### src/rtl/n_rd_arbiter_if.sv
// Read-port bus shared by the EVP/EVB engines and the N memory.
//   req_EVP/req_EVB          : engine requests for the read port
//   rd_addr_N_EVP/_EVB       : engine read addresses
//   gnt_EVP/gnt_EVB          : registered ownership grants
//   rd_en_N/rd_addr_N        : N memory read command
//   rd_data_N                : N memory read data (1-cycle latency)
//   rd_data, valid_EVP/_EVB  : returned data and its owning engine
// modport master : the arbiter
// modport slave  : engines + memory side
interface n_rd_arbiter_if #(
  parameter int unsigned n_size    = 8,
  parameter int unsigned word_size = 16
);
  // log2 with log2(1) = 1 so a single-entry memory still has a 1-bit address
  localparam int unsigned AW = (n_size <= 2) ? 1 : $clog2(n_size);

  logic                 req_EVP;
  logic [AW-1:0]        rd_addr_N_EVP;
  logic                 req_EVB;
  logic [AW-1:0]        rd_addr_N_EVB;
  logic                 gnt_EVP;
  logic                 gnt_EVB;
  logic                 rd_en_N;
  logic [AW-1:0]        rd_addr_N;
  logic [word_size-1:0] rd_data_N;
  logic [word_size-1:0] rd_data;
  logic                 valid_EVP;
  logic                 valid_EVB;

  modport master (
    input  req_EVP, rd_addr_N_EVP, req_EVB, rd_addr_N_EVB, rd_data_N,
    output gnt_EVP, gnt_EVB, rd_en_N, rd_addr_N, rd_data, valid_EVP, valid_EVB
  );

  modport slave (
    output req_EVP, rd_addr_N_EVP, req_EVB, rd_addr_N_EVB, rd_data_N,
    input  gnt_EVP, gnt_EVB, rd_en_N, rd_addr_N, rd_data, valid_EVP, valid_EVB
  );
endinterface

### src/rtl/n_rd_arbiter.sv
// Round-robin arbiter sharing the N memory read port between EVP and EVB.
// Grants are registered, bursts are bounded by max_burst while the other
// engine waits, and returned data is tagged to the engine that issued it.
//   clk   : system clock
//   rst   : synchronous active-high reset
//   instr : decoded instruction (0 STP, 1 EVP, 2 EVB, 3 RST, other = STP)
//   bus   : request/grant/read bus (see n_rd_arbiter_if)
module n_rd_arbiter #(
  parameter int unsigned n_size    = 8,
  parameter int unsigned word_size = 16,
  parameter int unsigned max_burst = 4
) (
  input  logic                 clk,
  input  logic                 rst,
  input  logic [7:0]           instr,
  n_rd_arbiter_if.master       bus
);
  localparam int unsigned AW = (n_size <= 2) ? 1 : $clog2(n_size);
  localparam logic [3:0] BURST_MAX  = 4'(max_burst);
  localparam logic [3:0] BURST_LAST = 4'(max_burst - 1);

  typedef enum logic [1:0] {IDLE = 2'd0, OWN_EVP = 2'd1, OWN_EVB = 2'd2} state_t;
  typedef enum logic {EVP = 1'b0, EVB = 1'b1} owner_t;

  state_t        state, state_nx;
  owner_t        last_owner;
  logic [3:0]    burst_cnt;
  logic          valid_evp_q, valid_evb_q;
  logic          op_stp, op_rst;
  logic          gnt_evp, gnt_evb, rd_en;
  logic [AW-1:0] rd_addr;

  always_comb begin
    op_rst = (instr == 8'd3);
    op_stp = !((instr == 8'd1) || (instr == 8'd2) || (instr == 8'd3));
  end

  always_comb begin
    gnt_evp = (state == OWN_EVP);
    gnt_evb = (state == OWN_EVB);
    rd_en   = (gnt_evp & bus.req_EVP) | (gnt_evb & bus.req_EVB);
    rd_addr = '0;
    if (rd_en) rd_addr = gnt_evp ? bus.rd_addr_N_EVP : bus.rd_addr_N_EVB;
  end

  // STP also suppresses burst-limit handoff: it blocks any new grant,
  // so the current owner keeps the port until its request drops.
  always_comb begin
    state_nx = state;
    case (state)
      IDLE: begin
        if (!op_stp) begin
          if (bus.req_EVP && bus.req_EVB)
            state_nx = (last_owner == EVB) ? OWN_EVP : OWN_EVB;
          else if (bus.req_EVP)
            state_nx = OWN_EVP;
          else if (bus.req_EVB)
            state_nx = OWN_EVB;
        end
      end
      OWN_EVP: begin
        if (!bus.req_EVP)
          state_nx = (bus.req_EVB && !op_stp) ? OWN_EVB : IDLE;
        else if (burst_cnt == BURST_LAST && rd_en && bus.req_EVB && !op_stp)
          state_nx = OWN_EVB;
      end
      OWN_EVB: begin
        if (!bus.req_EVB)
          state_nx = (bus.req_EVP && !op_stp) ? OWN_EVP : IDLE;
        else if (burst_cnt == BURST_LAST && rd_en && bus.req_EVP && !op_stp)
          state_nx = OWN_EVP;
      end
      default: state_nx = IDLE;
    endcase
  end

  // The RST instruction shares the reset path; a read issued in that cycle
  // still reaches the memory but its return is never tagged.
  always_ff @(posedge clk) begin
    if (rst || op_rst) begin
      state       <= IDLE;
      last_owner  <= EVB;
      burst_cnt   <= '0;
      valid_evp_q <= 1'b0;
      valid_evb_q <= 1'b0;
    end else begin
      state       <= state_nx;
      valid_evp_q <= rd_en & gnt_evp;
      valid_evb_q <= rd_en & gnt_evb;
      if (state_nx != state) begin
        burst_cnt <= '0;
        if (state_nx == OWN_EVP) last_owner <= EVP;
        if (state_nx == OWN_EVB) last_owner <= EVB;
      end else if (rd_en && burst_cnt != BURST_MAX) begin
        burst_cnt <= burst_cnt + 4'd1;
      end
    end
  end

  assign bus.gnt_EVP   = gnt_evp;
  assign bus.gnt_EVB   = gnt_evb;
  assign bus.rd_en_N   = rd_en;
  assign bus.rd_addr_N = rd_addr;
  assign bus.rd_data   = bus.rd_data_N[word_size-1:0];
  assign bus.valid_EVP = valid_evp_q;
  assign bus.valid_EVB = valid_evb_q;
endmodule

### src/flat_wrapper.sv
// flat-port wrapper written by rule: the top's interface ports become plain ports
module n_rd_arbiter_flat 
#(
  parameter int unsigned n_size    = 8,
  parameter int unsigned word_size = 16,
  parameter int unsigned max_burst = 4
)
  (clk, rst, instr, bus_req_EVP, bus_rd_addr_N_EVP, bus_req_EVB, bus_rd_addr_N_EVB, bus_rd_data_N, bus_gnt_EVP, bus_gnt_EVB, bus_rd_en_N, bus_rd_addr_N, bus_rd_data, bus_valid_EVP, bus_valid_EVB);
  n_rd_arbiter_if #(.n_size(n_size), .word_size(word_size)) bus_i ();
  input  logic clk;
  input  logic rst;
  input  logic [7:0] instr;
  input wire logic [$bits(bus_i.req_EVP)-1:0] bus_req_EVP;
  input wire logic [$bits(bus_i.rd_addr_N_EVP)-1:0] bus_rd_addr_N_EVP;
  input wire logic [$bits(bus_i.req_EVB)-1:0] bus_req_EVB;
  input wire logic [$bits(bus_i.rd_addr_N_EVB)-1:0] bus_rd_addr_N_EVB;
  input wire logic [$bits(bus_i.rd_data_N)-1:0] bus_rd_data_N;
  output wire logic [$bits(bus_i.gnt_EVP)-1:0] bus_gnt_EVP;
  output wire logic [$bits(bus_i.gnt_EVB)-1:0] bus_gnt_EVB;
  output wire logic [$bits(bus_i.rd_en_N)-1:0] bus_rd_en_N;
  output wire logic [$bits(bus_i.rd_addr_N)-1:0] bus_rd_addr_N;
  output wire logic [$bits(bus_i.rd_data)-1:0] bus_rd_data;
  output wire logic [$bits(bus_i.valid_EVP)-1:0] bus_valid_EVP;
  output wire logic [$bits(bus_i.valid_EVB)-1:0] bus_valid_EVB;
  assign bus_i.req_EVP = bus_req_EVP;
  assign bus_i.rd_addr_N_EVP = bus_rd_addr_N_EVP;
  assign bus_i.req_EVB = bus_req_EVB;
  assign bus_i.rd_addr_N_EVB = bus_rd_addr_N_EVB;
  assign bus_i.rd_data_N = bus_rd_data_N;
  assign bus_gnt_EVP = bus_i.gnt_EVP;
  assign bus_gnt_EVB = bus_i.gnt_EVB;
  assign bus_rd_en_N = bus_i.rd_en_N;
  assign bus_rd_addr_N = bus_i.rd_addr_N;
  assign bus_rd_data = bus_i.rd_data;
  assign bus_valid_EVP = bus_i.valid_EVP;
  assign bus_valid_EVB = bus_i.valid_EVB;
  n_rd_arbiter #(.n_size(n_size), .word_size(word_size), .max_burst(max_burst)) u_core (.clk(clk), .rst(rst), .instr(instr), .bus(bus_i));
endmodule
### config.mk
export PLATFORM = sky130hd
export DESIGN_NAME = n_rd_arbiter_flat
export DESIGN_NICKNAME = d
export VERILOG_FILES = /design/src/rtl/n_rd_arbiter_if.sv /design/src/rtl/n_rd_arbiter.sv /design/src/flat_wrapper.sv
export SDC_FILE = /design/constraint.sdc
export NUM_CORES = 1
export LEC_CHECK = 0
export CORE_MARGIN = 1.5
export CORE_UTILIZATION = 31
export CTS_BUF_LIST = sky130_fd_sc_hd__clkbuf_8
export DETAILED_ROUTE_END_ITERATION = 6
export PLACE_DENSITY = 0.77
export SYNTH_ARGS = -nofsm -noshare
export SYNTH_HDL_FRONTEND = slang
export SYNTH_SLANG_ARGS = --single-unit
### constraint.sdc
create_clock -name clk -period 2.14 [get_ports clk]
set_input_delay 0.321 -clock clk [delete_from_list [all_inputs] [get_ports clk]]
set_output_delay 0.321 -clock clk [all_outputs]
set_load 0.05 [all_outputs]
==> flow_summary.json <==
{
  "outcome": "complete, but fails checks",
  "violations": "negative setup slack",
  "avgViaCountPerCell": 5.14,
  "post-route-period-util_pct": 101,
  "antenna_cells": 0,
  "port_buffers": 25,
  "fillerInstances": 205,
  "finalSetupTns_ns": -0.0177,
  "synthMostInstantiatedCell": "buf_4",
  "place_inst": 137,
  "core_um2": 2230,
  "avgSynthCellArea_um2": 8.19,
  "fmax_ghz": 0.463,
  "synth.area.top_cells": "dfxtp_1 (24%), buf_4 (17%), ha_1 (5.0%)",
  "vias": 756,
  "gp_congestion": 0.874,
  "grt_pass1_vias": 742,
  "setup_violations": 1,
  "skew_ns": 0.000590,
  "post-dp-hpwl_um": 1470,
  "synth_cell_type_count": 36,
  "ir_worst_vdd_mv": 0.206,
  "period_minus_slack_ns": 2.16,
  "synth_enable_flop_cells": 0,
  "grt_pass1_wl_um": 3150,
  "cts_hold_buf": 0,
  "yosysTopAreaCellShare_pct": 24.2,
  "power_density_nw_per_um2": 375,
  "synth_top_area_cell": "dfxtp_1",
  "syn_nets": 128,
  "cts_root_buf": "clkbuf_8",
  "start_util_pct": 33.4,
  "pre_cts_ws_ns": -0.584,
  "maxSlewViolCount": 0,
  "leakagePower_nw": 0.468,
  "relSlewSlack_pct": 66.8,
  "rsz0062_at_grt": "true",
  "fp.dieArea_um2": 2710,
  "hold_class": "register to register",
  "hold_slack_ns": 0.542,
  "async_reset_ff_share_pct": 0,
  "instances_no_fill": 147,
  "finalWorstSetupSlack_ns": -0.0177,
  "holdPathStages": 2,
  "first_iter_violations": 26,
  "yosysSeqAreaShare_pct": 24.2,
  "io_pins": 58,
  "crit_arrival_ns": 2.26,
  "maxCapViolations": 0,
  "routed_wl_um": 1990,
  "grt_overflow": 0,
  "yosysWarningCount": 0,
  "path_cells": "clkbuf_2 > or4_4 > nor4_4 > nand3_1 > a32oi_2 > nor2_1 > ha_1 > o21ai_1 > o311ai_1",
  "cts_sinks": 9,
  "ant_nets": 0,
  "track_usage_pct": 15.2,
  "synth_common_cells": "buf_4 (17), dfxtp_1 (9), nor2_1 (9), inv_1 (7), nand2_1 (5)",
  "fp.dieH_um": 52.0,
  "end_kind": "register",
  "synth_flop_cell": "dfxtp_1",
  "clk_pin_slew_worst_paths_ns": 0.04,
  "power_uw": 421,
  "fin_nets": 157,
  "drc": 0,
  "crit_slowest_cell": "or4_4",
  "worstSetupPathType": "input port to register",
  "cts_buffers": 3,
  "hold_viol": 0,
  "drive_gt1_share_pct": 35.3,
  "cp.required_ns": 2.25,
  "cts_tree": "yes",
  "cpPeakStageDelay_ns": 0.54,
  "area_delta_synth_final_pct": 50.5,
  "final_util_pct": 50.3,
  "dr.pass1.iters": 4,
  "cp_max_fo": 4,
  "r2r_cells": 10,
  "antenna_found_initial": 0,
  "final_area_um2": 1120,
  "placementRows": 17,
  "h-tree-depth": 1,
  "die_w_um": 52.0,
  "synthesis.area_um2": 746,
  "ys_ff_latch": 9,
  "placedInstanceArea_um2": 1020,
  "tightest_slew_ns": 0.496,
  "clk_latency_ns": 0.23,
  "cts_buffer_depth": 2,
  "cp-start-kind": "input port",
  "grt_max_degree": 9,
  "syn_inst": 91,
  "wl_per_cell_um": 13.6
}
layout make-up:
type / instances / area (um2) / area share [%]
Clock buffer: 3 / 41.3 / 3.68
Sequential cell: 9 / 180 / 16.1
Multi-Input combinational cell: 57 / 434 / 38.7
Tap cell: 28 / 35.0 / 3.12
Inverter: 8 / 30.0 / 2.68
Timing Repair Buffer: 41 / 398 / 35.5
Clock inverter: 1 / 3.75 / 0.334
registers in the layout, indices dropped and copies added (netlist names):
register	count
u_core.burst_cnt	4
u_core.state	2
u_core.bus.valid_EVP	1
u_core.bus.valid_EVB	1
u_core.last_owner	1
metal layers:
metal	vias to the layer above	GRT usage, %	share of wire, %
met4	0	5.26	1.3
met1	353	15.1	36
met2	39	29.7	53
met3	5	4.02	9.9
li1	359	-	-
met5	-	0	0
layout by cell type, fill, tap and decap left out, drive strengths merged, types with 4 or more instances in the layout:
cell | netlist | final
buf | 17 | 21
clkdlybuf4s50 | 0 | 14
dfxtp | 9 | 9
inv | 8 | 9
nor2 | 9 | 9
nand2 | 7 | 7
clkbuf | 0 | 6
a21oi | 4 | 4
what timing repair did:
action,in CTS,in global routing
setup buffers,6,0
cloned,0,0
endpoints found under the setup margin,5,6
pin swaps,9,10
gates resized for setup,9,10
kinds of logic after synthesis:
kind of cell	after synthesis	share of synthesized area, %
xor+xnor	1	1.17
mux	3	4.03
buf+inv	25	21.1
simple gates	33	26.2
flops	9	24.2
fa+ha+maj	3	5.03
compound gates	17	18.3
critical path, delay by kind of cell:
family	cells	cell delay (ns)
adder cells (fa/ha/maj)	1	0.30
AND/OR/NAND/NOR	4	1.11
buffers and inverters	1	0.08
AO/OA/AOI/OAI	3	0.45
final timing paths:
path | start | endpoint | slack (ns)
worst min-delay path | u_core.burst_cnt[3]$_SDFFE_PP0P_ | u_core.burst_cnt[3]$_SDFFE_PP0P_ | 0.54
worst min register to register | u_core.burst_cnt[3]$_SDFFE_PP0P_ | u_core.burst_cnt[3]$_SDFFE_PP0P_ | 0.54
worst max-delay path | instr[3] | u_core.last_owner$_SDFFE_PP1P_ | -0.02
worst max register to register | u_core.burst_cnt[0]$_SDFFE_PP0P_ | u_core.last_owner$_SDFFE_PP1P_ | 0.07
power breakdown:
part | total, mW | switching (mW) | internal [mW]
clock | 0.192 | 0.0666 | 0.125
combinational | 0.0608 | 0.0227 | 0.0381
sequential | 0.169 | 0.000274 | 0.168
Note: power is estimated with default switching activity, not from simulation.
